$ cat config.mk
export PLATFORM = sky130hd
export DESIGN_NAME = midi_uart_rx_flat
export DESIGN_NICKNAME = d
export VERILOG_FILES = /design/src/rtl/midi_uart_rx_if.sv /design/src/rtl/midi_uart_rx.sv /design/src/flat_wrapper.sv
export SDC_FILE = /design/constraint.sdc
export NUM_CORES = 1
export LEC_CHECK = 0
export CORE_ASPECT_RATIO = 0.6
export CORE_MARGIN = 2
export CORE_UTILIZATION = 62
export CTS_BUF_LIST = sky130_fd_sc_hd__clkbuf_16
export CTS_CLUSTER_SIZE = 20
export DETAILED_ROUTE_END_ITERATION = 8
export GPL_TIMING_DRIVEN = 0
export PLACE_DENSITY_LB_ADDON = 0.1
export SETUP_SLACK_MARGIN = 0.2
export SLEW_MARGIN = 15
export SYNTH_ARGS = -nofsm -noshare
export SYNTH_HDL_FRONTEND = slang
export SYNTH_SLANG_ARGS = --single-unit
export TNS_END_PERCENT = 5
$ cat constraint.sdc
create_clock -name clk -period 5 [get_ports clk]
set_clock_uncertainty 0.2 [all_clocks]
set_input_delay 1 -clock clk [delete_from_list [all_inputs] [get_ports clk]]
set_output_delay 1 -clock clk [all_outputs]
set_load 0.02 [all_outputs]
$ cat src/rtl/midi_uart_rx_if.sv
// Byte-side bundle of the MIDI UART receiver.
// master drives received bytes and status, slave consumes them.
interface midi_uart_rx_if;
  logic [7:0] data;
  logic       dv;
  logic       frame_err;
  logic       busy;

  modport master (
    output data, dv, frame_err, busy
  );

  modport slave (
    input data, dv, frame_err, busy
  );
endinterface

$ cat src/rtl/midi_uart_rx.sv
// MIDI 8N1 serial receiver: synchronizer, 3-sample majority at mid-bit,
// false-start rejection, framing-error strobe and break wait.
module midi_uart_rx #(
  parameter int CLKS_PER_BIT = 1600,
  parameter int SYNC_STAGES  = 2
) (
  input  logic clk,
  input  logic rst,
  input  logic ce,
  input  logic rx,
  midi_uart_rx_if.master bus
);

  localparam int TW = $clog2(CLKS_PER_BIT);
  localparam int M  = CLKS_PER_BIT / 2;
  localparam logic [TW-1:0] T_LAST = TW'(CLKS_PER_BIT - 1);
  localparam logic [TW-1:0] T_S0   = TW'(M - 1);
  localparam logic [TW-1:0] T_S1   = TW'(M);
  localparam logic [TW-1:0] T_DEC  = TW'(M + 1);

  typedef enum logic [2:0] {
    IDLE, START, DATA, STOP, BREAK
  } state_t;

  state_t state, state_n;

  logic [SYNC_STAGES-1:0] sync;
  logic          rx_s;
  logic [TW-1:0] tc, tc_n;
  logic [2:0]    idx, idx_n;
  logic [7:0]    sh, sh_n;
  logic [7:0]    data_r, data_n;
  logic [1:0]    samp, samp_n;
  logic          dv, dv_n;
  logic          fe, fe_n;
  logic          maj;
  logic          dec;

  // Synchronizer runs on every clk, independent of ce
  always_ff @(posedge clk or posedge rst) begin
    if (rst) sync <= '1;
    else     sync <= {sync[SYNC_STAGES-2:0], rx};
  end

  assign rx_s = sync[SYNC_STAGES-1];
  assign dec  = (tc == T_DEC);
  assign maj  = (samp[0] & samp[1]) |
                (samp[0] & rx_s) |
                (samp[1] & rx_s);

  always_comb begin
    state_n = state;
    tc_n    = tc;
    idx_n   = idx;
    sh_n    = sh;
    data_n  = data_r;
    samp_n  = samp;
    dv_n    = 1'b0;
    fe_n    = 1'b0;
    if (state inside {START, DATA, STOP}) begin
      tc_n = (tc == T_LAST) ? '0 : tc + 1'b1;
      if (tc == T_S0) samp_n[0] = rx_s;
      if (tc == T_S1) samp_n[1] = rx_s;
    end
    case (state)
      IDLE: begin
        if (!rx_s) begin
          state_n = START;
          tc_n    = '0;
        end
      end
      START: begin
        if (dec && maj) begin
          state_n = IDLE;
          tc_n    = '0;
        end else if (tc == T_LAST) begin
          state_n = DATA;
          idx_n   = '0;
        end
      end
      DATA: begin
        if (dec) sh_n = {maj, sh[7:1]};
        if (tc == T_LAST) begin
          idx_n = idx + 3'd1;
          if (idx == 3'd7) state_n = STOP;
        end
      end
      STOP: begin
        // Leave at mid stop bit so back-to-back frames are caught
        if (dec) begin
          tc_n = '0;
          if (maj) begin
            data_n  = sh;
            dv_n    = 1'b1;
            state_n = IDLE;
          end else begin
            fe_n    = 1'b1;
            state_n = BREAK;
          end
        end
      end
      BREAK: begin
        if (rx_s) state_n = IDLE;
      end
      default: state_n = IDLE;
    endcase
  end

  always_ff @(posedge clk or posedge rst) begin
    if (rst) begin
      state  <= IDLE;
      tc     <= '0;
      idx    <= '0;
      sh     <= '0;
      data_r <= '0;
      samp   <= '0;
      dv     <= 1'b0;
      fe     <= 1'b0;
    end else if (ce) begin
      state  <= state_n;
      tc     <= tc_n;
      idx    <= idx_n;
      sh     <= sh_n;
      data_r <= data_n;
      samp   <= samp_n;
      dv     <= dv_n;
      fe     <= fe_n;
    end
  end

  assign bus.data      = data_r;
  assign bus.dv        = dv;
  assign bus.frame_err = fe;
  assign bus.busy      = (state != IDLE);

endmodule

$ cat src/flat_wrapper.sv
// flat-port wrapper written by rule: the top's interface ports become plain ports
module midi_uart_rx_flat 
#(
  parameter int CLKS_PER_BIT = 1600,
  parameter int SYNC_STAGES  = 2
)
  (clk, rst, ce, rx, bus_data, bus_dv, bus_frame_err, bus_busy);
  midi_uart_rx_if bus_i ();
  input  logic clk;
  input  logic rst;
  input  logic ce;
  input  logic rx;
  output wire logic [$bits(bus_i.data)-1:0] bus_data;
  output wire logic [$bits(bus_i.dv)-1:0] bus_dv;
  output wire logic [$bits(bus_i.frame_err)-1:0] bus_frame_err;
  output wire logic [$bits(bus_i.busy)-1:0] bus_busy;
  assign bus_data = bus_i.data;
  assign bus_dv = bus_i.dv;
  assign bus_frame_err = bus_i.frame_err;
  assign bus_busy = bus_i.busy;
  midi_uart_rx #(.CLKS_PER_BIT(CLKS_PER_BIT), .SYNC_STAGES(SYNC_STAGES)) u_core (.clk(clk), .rst(rst), .ce(ce), .rx(rx), .bus(bus_i));
endmodule
# Word level (Yosys, flattened, before mapping)

Index checks and enable logic that the tools add are counted.

Register bits after elaboration: 39

Equality and inequality tests: 17
Mux-type cells: 25
Bitwise logic cells: 5
Reduce and logical (&&, ||, !) cells: 11
Add/subtract/negate cells: 2

Operators by type and width:

| cell                  | number |
|---|---|
| $mux 11               | 5 |
| $eq 11x10->1 const B  | 3 |
| $mux 3                | 11 |
| $pmux 11 s3           | 1 |
| $pmux 3 s5            | 1 |
| $add 11x1->11 const B | 1 |
| $eq 11x11->1 const B  | 1 |
| $ne 2x2->1 const B    | 5 |
| $reduce_and 3->1      | 3 |
| $reduce_and 7->1      | 1 |
| $eq 3x2->1 const B    | 2 |
| $eq 3x3->1 const B    | 2 |
| $mux 1                | 6 |
| $pmux 3 s2            | 1 |
| $reduce_bool 3->1     | 2 |
| $reduce_and 5->1      | 1 |
| $ne 2x1->1 const B    | 2 |
| $reduce_and 4->1      | 1 |
| $add 3x1->3 const B   | 1 |
| $and 1x1->1           | 3 |
| $eq 3x1->1 const B    | 1 |
| $logic_not 3->1       | 1 |
| $ne 3x3->1 const B    | 1 |
| $or 1x1->1            | 2 |
| other kinds (2)       | 2 |

# Depth between registers and ports, before layout

Depth in word-level cells: 6
Depth in mapped cells: 6
Depth with buffers taken out: 6

# Worst setup path after synthesis

No wires, ideal clock.

Path kind: input port to flip-flop
Start: input port ce
End: register u_core.data_r[0] (netlist: u_core.bus.data[0])
Arrival: 2,111 ps
Stages: 5
Library setup time: 125 ps
Path buffers: 1
Path slack: 2,564 ps
Cells stage by stage: and4b_1 > and4_1 > and3_1 > buf_2 > mux2_2

Longest elaborated chain between the ends: 1

Ends and longest elaborated chain:

| element                           | line                | source |
|---|---|---|
| from (decl)                       | flat_wrapper.sv:11  | `input logic ce;` |
| $reduce_and 4->1 (no source line) | n/a                 |  |
| to (signal assigned)              | midi_uart_rx.sv:124 | `data_r <= data_n;` |
| to (decl)                         | midi_uart_rx.sv:32  | `logic [7:0] data_r, data_n;` |

No other way between the ends.
A chain may end at the register's enable or synchronous reset.

# Final worst setup path

Start: register u_core.state[1]
End: output port bus_busy

Longest elaborated chain between the ends: 1

Ends and longest elaborated chain:

| element                | line                | source |
|---|---|---|
| from (decl)            | midi_uart_rx.sv:25  | `state_t state, state_n;` |
| from (signal assigned) | midi_uart_rx.sv:120 | `state <= state_n;` |
| $reduce_bool 3->1      | midi_uart_rx.sv:134 | `assign bus.busy = (state != IDLE);` |
| to (decl)              | flat_wrapper.sv:16  | `output wire logic [$bits(bus_i.busy)-1:0] bus_busy;` |

No other way between the ends.

==> run metrics <==
status finished, final reports clean; Setup violations, final 0; # clock sinks 39; die height 48.0 um; first-pass GRT wire length 7270 um; Post-Syn Instances 180; Startpoint Class flop; Sw Ratio 24.9%; R2R depth 6; Starting Density a little under 70%; Vias/cell 6.41; worst min-delay path category flop to flop; DRT Pass-1 Iters 4; RSZ-0062 raised after global routing false; Lkg Pwr 1.10 nW; Tot Pwr approximately 0.81 mW; Yosys cell types 51; clk slew on worst S/H paths 0.06 ns; mapped cell area 0.00200 mm^2; post-DP HPWL about 3200 um; CORE AREA 0.00297 mm^2; P_sw between 0.2 and 0.25 mW; crit path to bus_busy; post-place instance area 0.00220 mm^2; mean post-synth cell area 11.1 um^2; top_reg_cell synth dfrtp_1; TritonCTS clock tree done; Post-Syn Nets 189; setup_tns 0 ns; ant diodes 0; post-CTS setup repair buffer count 0; Synth Register Bits 39; Total Nets Final 210; post_cts resized 0; clock power share ~44%; pre-CTS setup slack 1.77 ns; EDFF count, synth 0; Worst Path Required 3.80 ns; hold_buf cts 0; Antenna Nets Post-Route 0; Worst slew margin 47.1%; design area approximately 0.0024 mm^2; Pint ~0.61 mW; largest net degree at the start of global routing 40; max frequency 0.309 GHz; Num CTS Buffers 5; DRT iter0 DRCs ~160; # DRC 0; setup ws final 1.76 ns; initial antenna violation count 0; final clock period utilization by the worst path about two thirds; Worst Tran Pin Value 0.792 ns; Seq/Total Area, Yosys 48.8%; worst skew pair latency 0.28 ns; synth warn 0; R2R setup slack 2.55 ns; layout cell share with drive strength beyond 1 20.8%; worst-path maximum fanout 10; Critical Path Start u_core.state[1]$_DFFE_PP0P_; Pwr Density roughly 340 mW/mm^2; Setup crit end kind output pin; WL final 4530 um; final RePlAce weighted congestion 0.940; WHS 0.155 ns; Tmin final approximately 3.2 ns; Comb pwr share 10.5%; Clock Path Buffers 2; Die X 77.4 um; Flop pwr share 45.9%; RR Endpoint u_core.idx[2]$_DFFE_PP0P_; # IOs 15; Cell Rows 15; fraction of registers with async set/reset between 90% and 100%; Peak VDD IR around 0.00030 V; Die ar. roughly 0.0037 mm^2; critical path class flop to output pin; MaxCap Viol Count 0; routed via count 1565; Hold Violations, Final 0; FF-to-FF Start u_core.tc[0]$_DFFE_PP0P_; Layout area overhead 17.8%; vias in the first global route 1481; DR WL/cell between 15 and 20 um; GRT Util Overall 26.6%; CP Data Arrival Time approximately 2.0 ns; fin. max-slew vios 0; GRT Residual Overflow 0; CTS root buf clkbuf_16; H-tree depth 2; Port Buffers 14
[worst max-delay path, cell delays in order, from the launching register on]
cell and delay (ns):
dfrtp_1 0.45, clkbuf_1 0.37, inv_1 0.20, nand2_1 0.13, clkdlybuf4s50_1 0.61
[synthesized netlist by cell type (all sizes together), types with 2 or more instances]
cell type  instances  area share (%)
buf                2            0.50
and3               2            0.62
nor4               2            0.94
a32o               2             1.0
nand3              6             1.5
nor3b              2             1.0
nor2              14             2.7
o41ai              3             1.3
nand4              2            0.94
o31ai              2            0.75
a21o               4             1.5
ha                 5             3.1
a31oi              3            0.94
a211oi             2             1.4
o2bb2ai            3             1.3
nor4b              2             1.6
or2                3            0.94
o21ai              6             1.5
nand2             11             2.1
a22o               3             1.3
and2               2            0.62
inv                8             1.5
dfstp              2             2.6
nor2b              4             1.2
mux2              20              11
clkbuf             4            0.75
a21oi              3            0.75
dfrtp             37              46
nor3               6             1.5
[kinds of logic (layout without fill, tap and decap cells)]
family / count (synthesis) / in the layout / synth area share, %
simple gates: 61 / 61 / 18.0
compound gates: 40 / 40 / 15.6
flops: 39 / 39 / 48.8
mux: 20 / 20 / 11.2
buf+inv: 14 / 36 / 2.75
fa+ha+maj: 6 / 6 / 3.62
[cell usage in the layout, fill, tap and decap left out, types with 2 or more instances in the layout]
cell type / n
and3_1: 2
o21ai_1: 3
nor2b_1: 4
nor2_1: 13
dfrtp_1: 37
dfstp_2: 2
a21oi_1: 3
nand3_1: 6
or2_2: 3
mux2_2: 20
clkbuf_16: 5
buf_2: 2
clkbuf_1: 4
o21ai_0: 3
nand2_1: 11
a31oi_1: 3
a22o_1: 3
a21o_1: 4
inv_1: 7
nor3_1: 6
o2bb2ai_1: 3
a32o_1: 2
o31ai_1: 2
ha_1: 5
o41ai_1: 3
and2_1: 2
clkdlybuf4s50_1: 14
[power groups by stage]
stage	clock network, mW	registers (mW)	logic (mW)
2_1_floorplan	0	0.370	0.0646
5_1_grt	0.369	0.378	0.0955
3_5_place_dp	0	0.378	0.0832
3_3_place_gp	0	0.374	0.0771
6_report	0.354	0.373	0.0856
4_1_cts	0.354	0.372	0.0857
[cell type report]
type	instances	area, um^2
sequential	39	978
multi-input combinational	127	971
fill	185	604
timing repair buffer	14	140
clock buffer	5	125
tap	42	52.6
clock inverter	3	38.8
inverter	8	30.0
buffer	6	25.0
[flip-flops by register name (all words and copies together), names as in the netlist]
register and cells:
u_core.state 3, u_core.samp 2, u_core.bus.dv 1, u_core.sync 2, u_core.idx 3, u_core.bus.frame_err 1, u_core.sh 8, u_core.tc 11
u_core.bus.data 8
[stage by stage]
| step | cells | util (%) |
|---|---|---|
| final | 244 | 79.6 |
| after global routing | 244 | 79.6 |
| after CTS | 244 | 79.6 |
| after detailed placement | 236 | 74.1 |
| after global placement | 236 | 74.1 |
| after floorplan | 180 | - |
[how the worst min path moves through the flow]
| stage | start | end | depth (start not counted) |
|---|---|---|---|
| 6_report | u_core.sync[0]$_DFF_PP1_ | u_core.sync[1]$_DFF_PP1_ | 0 |
| 5_1_grt | u_core.sync[0]$_DFF_PP1_ | u_core.sync[1]$_DFF_PP1_ | 0 |
| 4_1_cts | u_core.sync[0]$_DFF_PP1_ | u_core.sync[1]$_DFF_PP1_ | 0 |
| 3_5_place_dp | u_core.sync[0]$_DFF_PP1_ | u_core.sync[1]$_DFF_PP1_ | 0 |
| 3_3_place_gp | u_core.sync[0]$_DFF_PP1_ | u_core.sync[1]$_DFF_PP1_ | 0 |
| 2_1_floorplan | u_core.sync[0]$_DFF_PP1_ | u_core.sync[1]$_DFF_PP1_ | 0 |
[per-layer routing]
layer	global-route usage, %	vias to the layer above	wire length (um)
li1	-	716	-
met1	36.2	774	2110
met4	10.7	0	54
met2	42.1	67	2010
met3	7.17	8	357
met5	0	-	0
Power figures use the tool's default switching activity.
